--- config.mk ---
export PLATFORM = sky130hd
export DESIGN_NAME = pipe_stage_seq
export DESIGN_NICKNAME = d
export VERILOG_FILES = /design/src/rtl/pipe_stage_seq.sv
export SDC_FILE = /design/constraint.sdc
export NUM_CORES = 1
export LEC_CHECK = 0
export ABC_AREA = 1
export CORE_ASPECT_RATIO = 0.7
export CORE_MARGIN = 1.5
export CORE_UTILIZATION = 40
export CTS_BUF_LIST = sky130_fd_sc_hd__clkbuf_16
export DETAILED_ROUTE_END_ITERATION = 16
export RECOVER_POWER = 100
export SETUP_SLACK_MARGIN = 0.5
export SLEW_MARGIN = 40
export SYNTH_ARGS = -nofsm -noshare
export SYNTH_HDL_FRONTEND = slang
export SYNTH_SLANG_ARGS = --single-unit
--- constraint.sdc ---
create_clock -name CLK_i -period 10.7 [get_ports CLK_i]
set_input_delay 3.21 -clock CLK_i [delete_from_list [all_inputs] [get_ports CLK_i]]
set_output_delay 3.21 -clock CLK_i [all_outputs]
set_load 0.01 [all_outputs]
--- src/rtl/pipe_stage_seq.sv ---
// Stage sequencer for the fp16 similarity pipeline: counts steps, maps them onto stages
// from boundaries latched at start, and tracks a per-lane running argmax of fp16 scores.
module pipe_stage_seq #(
  parameter int NUM_STAGES = 8,
  parameter int STEP_W     = 16,
  parameter int WIDTH      = 16,
  parameter int ID_W       = 16,
  parameter int LANES      = 4,
  parameter int NO_MATCH   = 4096
) (
  input  logic                             CLK_i,
  input  logic                             RST_i,
  input  logic                             start_i,
  input  logic                             stall_i,
  input  logic [(NUM_STAGES-1)*STEP_W-1:0] bound_i,
  input  logic [NUM_STAGES-1:0]            mode_mask_i,
  input  logic [NUM_STAGES-1:0]            track_mask_i,
  input  logic [WIDTH-1:0]                 thresh_i,
  input  logic                             score_valid_i,
  input  logic [LANES*WIDTH-1:0]           score_i,
  input  logic [ID_W-1:0]                  id_i,
  output logic                             busy_o,
  output logic                             done_o,
  output logic [STEP_W-1:0]                step_o,
  output logic [$clog2(NUM_STAGES)-1:0]    stage_o,
  output logic                             mode_o,
  output logic [LANES*ID_W-1:0]            match_id_o,
  output logic [LANES*WIDTH-1:0]           match_score_o
);

  localparam int SEL_W = $clog2(NUM_STAGES);
  localparam int NB    = NUM_STAGES - 1;
  localparam logic [WIDTH-1:0] NEG_INF  = WIDTH'(16'hFC00);
  localparam logic [WIDTH-1:0] ONE_FP   = WIDTH'(16'h3C00);
  localparam logic [WIDTH-1:0] SIGN_BIT = {1'b1, {(WIDTH-1){1'b0}}};
  localparam logic [ID_W-1:0]  NO_ID    = ID_W'(NO_MATCH);
  localparam logic [SEL_W-1:0] LAST_STG = SEL_W'(NUM_STAGES - 1);

  typedef enum logic [1:0] {IDLE, RUN, DONE} state_t;

  // Sign-magnitude to monotonic unsigned key; -0 is folded onto +0 so they compare equal.
  function automatic logic [WIDTH-1:0] fp_key(input logic [WIDTH-1:0] x);
    logic [WIDTH-1:0] v;
    v = (x == SIGN_BIT) ? '0 : x;
    return v[WIDTH-1] ? ~v : (v | SIGN_BIT);
  endfunction

  function automatic logic fp_is_nan(input logic [WIDTH-1:0] x);
    return (x[WIDTH-2 -: 5] == 5'h1F) && (x[9:0] != 10'h000);
  endfunction

  state_t              state_q, state_nx;
  logic [STEP_W-1:0]   step_q;
  logic [STEP_W-1:0]   bnd_q [NB];
  logic [NUM_STAGES-1:0] mode_mask_q, track_mask_q;
  logic [WIDTH-1:0]    thresh_q;
  logic [SEL_W-1:0]    stage_c;
  logic                track_en;

  logic [WIDTH-1:0]    max_q [LANES];
  logic [ID_W-1:0]     id_q  [LANES];
  logic [LANES-1:0]    hit_q;
  logic [LANES-1:0]    upd_c;

  // Stage is the number of boundaries already passed by the registered step.
  always_comb begin
    stage_c = '0;
    for (int k = 0; k < NB; k++) begin
      if (step_q > bnd_q[k]) stage_c = stage_c + SEL_W'(1);
    end
  end

  always_ff @(posedge CLK_i) begin
    if (RST_i) state_q <= IDLE;
    else       state_q <= state_nx;
  end

  always_comb begin
    state_nx = state_q;
    case (state_q)
      IDLE:    if (start_i) state_nx = RUN;
      RUN:     if (start_i) state_nx = RUN;
               else if (stage_c == LAST_STG) state_nx = DONE;
      DONE:    if (start_i) state_nx = RUN;
      default: state_nx = IDLE;
    endcase
  end

  always_comb begin
    busy_o = (state_q == RUN);
    done_o = (state_q == DONE);
    mode_o = (state_q == RUN) ? mode_mask_q[stage_c] : 1'b1;
  end

  // Control: step counter (saturating) and configuration latched on start.
  always_ff @(posedge CLK_i) begin
    if (RST_i) begin
      step_q       <= '0;
      mode_mask_q  <= '0;
      track_mask_q <= '0;
      thresh_q     <= '0;
      for (int k = 0; k < NB; k++) bnd_q[k] <= '0;
    end else if (start_i) begin
      step_q       <= '0;
      mode_mask_q  <= mode_mask_i;
      track_mask_q <= track_mask_i;
      thresh_q     <= thresh_i;
      for (int k = 0; k < NB; k++) bnd_q[k] <= bound_i[k*STEP_W +: STEP_W];
    end else if (state_q == RUN && !stall_i && step_q != '1) begin
      step_q <= step_q + STEP_W'(1);
    end
  end

  assign step_o  = step_q;
  assign stage_o = stage_c;

  // Final-stage cycle is excluded so late scores never alter a finished run.
  assign track_en = (state_q == RUN) && !stall_i && score_valid_i &&
                    track_mask_q[stage_c] && (stage_c != LAST_STG);

  always_comb begin
    for (int l = 0; l < LANES; l++) begin
      upd_c[l] = !fp_is_nan(score_i[l*WIDTH +: WIDTH]) &&
                 (fp_key(score_i[l*WIDTH +: WIDTH]) > fp_key(max_q[l]));
    end
  end

  always_ff @(posedge CLK_i) begin
    if (RST_i || start_i) hit_q <= '0;
    else if (track_en) hit_q <= hit_q | upd_c;
  end

  always_ff @(posedge CLK_i) begin
    for (int l = 0; l < LANES; l++) begin
      if (start_i) begin
        max_q[l] <= NEG_INF;
        id_q[l]  <= NO_ID;
      end else if (track_en && upd_c[l]) begin
        max_q[l] <= score_i[l*WIDTH +: WIDTH];
        id_q[l]  <= id_i;
      end
    end
  end

  always_comb begin
    for (int l = 0; l < LANES; l++) begin
      if (hit_q[l] && (fp_key(max_q[l]) >= fp_key(thresh_q))) begin
        match_id_o[l*ID_W +: ID_W]     = id_q[l];
        match_score_o[l*WIDTH +: WIDTH] = max_q[l];
      end else begin
        match_id_o[l*ID_W +: ID_W]     = NO_ID;
        match_score_o[l*WIDTH +: WIDTH] = ONE_FP;
      end
    end
  end

endmodule

* After elaboration in Yosys (flattened, before gate mapping)
Memory sizes are Yosys's and may differ from the RTL's. Index checks and enable logic that the tools add are counted.
Cells by class: muxes and demuxes 75, equal/unequal tests 20, bitwise operators 25, $add $sub $neg 7, $lt $le $gt $ge 16, reductions and logical operators 35
Operators with widths (count):
- $mux 16 | 41
- $gt 16x16->1 | 11
- $eq 16x16->1 const B | 9
- $not 16->16 | 9
- $ge 16x16->1 | 4
- $reduce_bool 10->1 | 4
- $mux 1 | 22
- $logic_and 1x1->1 | 21
- $eq 5x5->1 const B | 4
- $add 3x1->3 const B | 6
- $mux 3 | 6
- $add 16x1->16 const B | 1
- $ne 16x16->1 const B | 1
- $or 1x1->1 | 15
- $bmux 1 s3 | 2
- $mux 2 | 3
- $logic_not 1->1 | 5
- $lt 3x4->1 const B | 1
- $or 4x4->4 | 1
- $pmux 2 s2 | 1
- $reduce_or 2->1 | 2
- $eq 3x3->1 const B | 1
- $ne 3x2->1 const B | 1
- $ne 3x3->1 const B | 1
- other kinds (6) | 6
Storage, ports and cells: logic and storage cells 187, bits in registers 54, memories 3, input port bits 229, memory bits (writable) 240, output and inout bits 150
Memories:
- bnd_q | depth 7, width 16, rd ports 7, clocked after Yosys merged registers in 0, write ports 7, line 54 | logic [STEP_W-1:0] bnd_q [NB];
- id_q | depth 4, width 16, rd ports 4, clocked after Yosys merged registers in 0, write ports 4, line 61 | logic [ID_W-1:0] id_q [LANES];
- max_q | depth 4, width 16, rd ports 4, clocked after Yosys merged registers in 0, write ports 4, line 60 | logic [WIDTH-1:0] max_q [LANES];

* Logic depth before layout (Yosys ltp)
An unclocked memory read counts as a cell.
word-level depth 24, mapped depth 43

* Worst setup path before layout
No wires, ideal clock.
path kind reg-to-output, from register step_q[1], in the netlist step_o[1], to output mode_o, stages on the path, launching flop included 34, data required time 7.490 ns, arrival 5.028 ns, path slack 2.462 ns, cells stage by stage dfxtp_1 -> ha_1 -> inv_1 -> nor2_1 -> nor2_1 -> nor2_1 -> a211oi_1 -> o21ai_0 -> nand3_1 -> a21oi_1 -> a2111oi_0 -> o21ai_0 -> o21ai_0 -> inv_1 -> ha_1 -> inv_1 -> nand3_1 -> nand2_1 -> ha_1 -> nand2_1 -> nand2_1 -> ha_1 -> or2_1 -> and2_1 -> ha_1 -> nand2_1 -> nand2_1 -> ha_1 -> or2_2 -> nand2_2 -> inv_1 -> o211ai_1 -> nand3_1 -> nand3_1
Between the ends: cells in the longest elaborated chain, start to end 17, elaborated cells between the ends (all ways) 23, classes of those cells add/sub (6); order compare (7); mux (10)
Ends and longest elaborated chain:
- from (decl) | line 53 | logic [STEP_W-1:0] step_q;
- from (signal assigned) | line 110 | step_q <= step_q + STEP_W'(1);
- $gt 16x16->1 | line 69 | if (step_q > bnd_q[k]) stage_c = stage_c + SEL_W'(1);
- $mux 1 | line 69
- $add 3x1->3 | line 69
- $mux 3 | line 69
- $add 3x1->3 | line 69
- $mux 3 | line 69
- $add 3x1->3 | line 69
- $mux 3 | line 69
- [... 2 more ...]
- $add 3x1->3 | line 69
- $mux 3 | line 69
- $add 3x1->3 | line 69
- $mux 3 (*) | line 69
- net stage_o[1] | line 25 | output logic [$clog2(NUM_STAGES)-1:0] stage_o,
- $bmux 1 s3 (*) | line 92 | mode_o = (state_q == RUN) ? mode_mask_q[stage_c] : 1'b1;
- $mux 1 (implied by the code) (*) | line 92
- $mux 1 (*) | line 92
- to (decl) | line 26 | output logic mode_o,
Mark *: on every way through the listed nets, which the timed path passes. The rest lies on a longest branch. The select of a mux whose other input is x is not followed.

* Final worst setup path
from register step_q[5], in the netlist step_o[5], to output mode_o
Between the ends: cells in the longest elaborated chain, start to end 17, elaborated cells between the ends (all ways) 23, classes of those cells add/sub (6); order compare (7); mux (10)
Ends and longest elaborated chain (line):
- $gt 16x16->1 | 69
- $mux 1 | 69
- $add 3x1->3 | 69
- $mux 3 | 69
- $add 3x1->3 | 69
- $mux 3 | 69
- $add 3x1->3 | 69
- $mux 3 | 69
- $add 3x1->3 | 69
- $mux 3 | 69
- $add 3x1->3 | 69
- $mux 3 | 69
- $add 3x1->3 | 69
- $mux 3 (*) | 69
- $bmux 1 s3 (*) | 92
- $mux 1 (implied by the code) (*) | 92
- $mux 1 (*) | 92
Mark *: on every way between the ends. The rest lies on a longest branch, timed or not. The select of a mux whose other input is x is not followed.

==> flow_metrics.tcl <==
set metrics [dict create \
    path_clk_slew_ps 60 \
    die_area_mm2 0.0529 \
    critPathCaptureType "primary output" \
    die_width_um 274 \
    r2r_end "id_q[1][2]$_SDFFCE_PN0P_" \
    cts_setup_buffers 0 \
    r2r_slack_ps 2090 \
    clk_latency_ps 550 \
    yosys_register_bits 293 \
    antenna_found_initial 9 \
    synthFlopType "edfxtp_1" \
    routed_wl_um 65700 \
    fill_cells 4821 \
    ff2ff_path_depth 34 \
    ys_top_cells_by_count "627 x inv_1, 348 x nor2_1, 283 x nand2_1" \
    max-slew-margin-rel_pct -188 \
    num-nets-final 3375 \
    hold_viol_final 0 \
    routabilityCongestion 0.947 \
    crit_family "buffers and inverters" \
    met1_length_um 31400 \
    vias_per_cell 5.07 \
    cp_data_required_time_ps 7490 \
    vias 18252 \
    synthDistinctLibCells 52 \
    synth_top_cell_area_share_pct 35.0 \
    io_buffers 377 \
    violations "max-capacitance violations, max-slew violations" \
    final.setup.tns_ps 0 \
    drc 0 \
    fp.dieH_um 193 \
    io_pins 379 \
    synth_most_common_cell "inv_1" \
    power.leakage_nw 12.7 \
    start_kind "flip-flop" \
    grt_max_degree 97 \
    synthArstFlopShare_pct 0 \
    arrival_ps 6800 \
    maxCapViolCount 10 \
    wire_per_inst_um 18.2 \
    cpMaxStageDelayCell "clkbuf_1" \
    timing.rr.start "step_o[5]$_SDFFE_PP0P_" \
    drive_gt1_share_pct 4.38 \
    dp_cells 3536 \
    htree_levels 2 \
    whs_path_depth 2 \
    run_status "complete, but fails checks" \
    grt_pass1_vias 17715 \
    synth_nets 3000 \
    cts_tree "done" \
    seq_area_frac_synth_pct 40.1 \
    top_layer "met5" \
    cts_resized 0 \
    core_mm2 0.0509 \
    fmax_mhz 99.9 \
    track_usage_pct 24.4 \
    path_buf_inv 6 \
    critPathMaxStageDelay_ps 820 \
    netlist_area_mm2 0.0206 \
    finalPower_mw 2.99 \
    fin_area_mm2 0.0261 \
    syn_area_per_cell_um2 8.17 \
    fin_skew_ps 22.0 \
    crit_path_max_fanout 10 \
    grt_first_pass_wirelength_um 98600 \
    whs_endpoint "mode_mask_q[6]$_SDFFE_PP0P_" \
    clock_sinks 293 \
    dp_hpwl_um 50000 \
    final-setup-viol-count 0 \
    first_iter_violations 1603 \
    grt.overflow.total 0 \
    period_share_pct 93.6 \
    drtAntennaViolNets 0 \
    synthCells 2524 \
    clockBufferDepth 3 \
    initial_core_util_pct 40.5 \
    finalMaxSlewViolations 379 \
    peakVddDrop_mv 0.105 \
    clockRootBuffer "clkbuf_16" \
    yosysWarnings 0 \
    stdcell_count 3600 \
    hold_start "mode_mask_q[6]$_SDFFE_PP0P_" \
    synth_edf_count 240 \
    powerDensity_mw_per_mm2 115 \
    cpMostUsedCell "nand2_1" \
    period_needed_ps 10010 \
    synth_top_area_cell "edfxtp_1" \
    cts_made_buffers 35 \
    syn2layout_area_growth_pct 26.5 \
    worstSetupPathType "flip-flop to primary output" \
    post_dp_cell_area_mm2 0.0251 \
    synthTopCellsByArea "edfxtp_1 35%, ha_1 15%, inv_1 11%" \
    dr_wl_met3_um 5280 \
    grt_setup_unrepaired "false" \
    drt-pass1-iter-count 6 \
    tightest_slew_ps 4320 \
    hold_path_class "flip-flop to flip-flop" \
    dr_wl_met2_um 27500 \
    cts_hold_buf 0 \
    num_rows 69 \
]
## state kept, by name (all words and copies together), names as in the netlist, 4 cells and up
name	cells
track_mask_q	7
max_q	64
hit_q	4
mode_mask_q	8
bnd_q	112
id_q	64
thresh_q	16
step_o	16
## worst min-delay path, stage by stage (launching register included)
cell     delay (ps)
dfxtp_1         310
nand2_1          60
nand2_1          40
## cell usage in the layout, fill, tap and decap left out, types with 57 or more instances in the layout
master and n:
nor2_1 348, edfxtp_1 240, o21ai_0 73, inv_1 633, a21oi_1 96, xor2_1 57
o21a_1 67, clkdlybuf4s50_1 247, ha_1 247, dlygate4sd3_1 129, nand3_1 103, nand4_1 85
nand2_1 284
## metrics by stage
step | worst slack (ps) | util, % | hold WS (ps)
after global routing | 281 | 51.3 | 470
final | 690 | 51.3 | 452
after CTS | 849 | 51.6 | 450
after detailed placement | 1470 | 49.5 | 438
after global placement | 1540 | 49.4 | 429
after floorplan | 2460 | - | 419
## metal layers
metal  GRT usage, %  vias up
met2           36.3      614
met5              0        -
met4           6.49       10
met1           36.0     8612
li1               -     8912
met3           4.74      104
## area by class of cell
cell class                 count  area (µm²)  area share, %
clock inverter                24         163          0.624
clock buffer                  38         951           3.65
sequential                   293        8270           31.7
timing repair buffer         405        3900           15.0
multi-input combinational   1532        9570           36.7
inverter                     632        2380           9.12
antenna                        2        5.00         0.0192
tap                          674         843           3.23
## worst max-delay path by stage
stage | start | endpoint | slack (ps) | depth (start not counted)
3_5_place_dp | bnd_q[0][1]$_SDFFCE_PN0P_ | mode_o | 1470 | 35
5_1_grt | thresh_q[0]$_SDFFE_PP0P_ | match_id_o[28] | 280 | 25
3_3_place_gp | bnd_q[0][1]$_SDFFCE_PN0P_ | mode_o | 1540 | 35
4_1_cts | bnd_q[0][1]$_SDFFCE_PN0P_ | mode_o | 850 | 35
6_report | step_o[5]$_SDFFE_PP0P_ | mode_o | 690 | 32
2_1_floorplan | step_o[1]$_SDFFE_PP0P_ | mode_o | 2460 | 33
## kinds of logic (layout without fill, tap and decap cells)
kind of cell               after synthesis  after routing  synth area share (%)
and+or+nand+nor                        920            920                  20.2
buffers and inverters                  699           1099                  13.1
AOI/OAI and AO/OA                      308            308                  9.14
DFF                                    293            293                  40.1
xor gates and xnor gates                57             57                  2.42
other                                    0              2                     0
adders and majority gates              247            247                  15.0
## power by group
part	internal [mW]	total, mW	switching [mW]
clock	0.671	1.20	0.525
combinational	0.200	0.480	0.280
sequential	1.30	1.31	0.0160
Note: power is estimated with default switching activity, not from simulation.
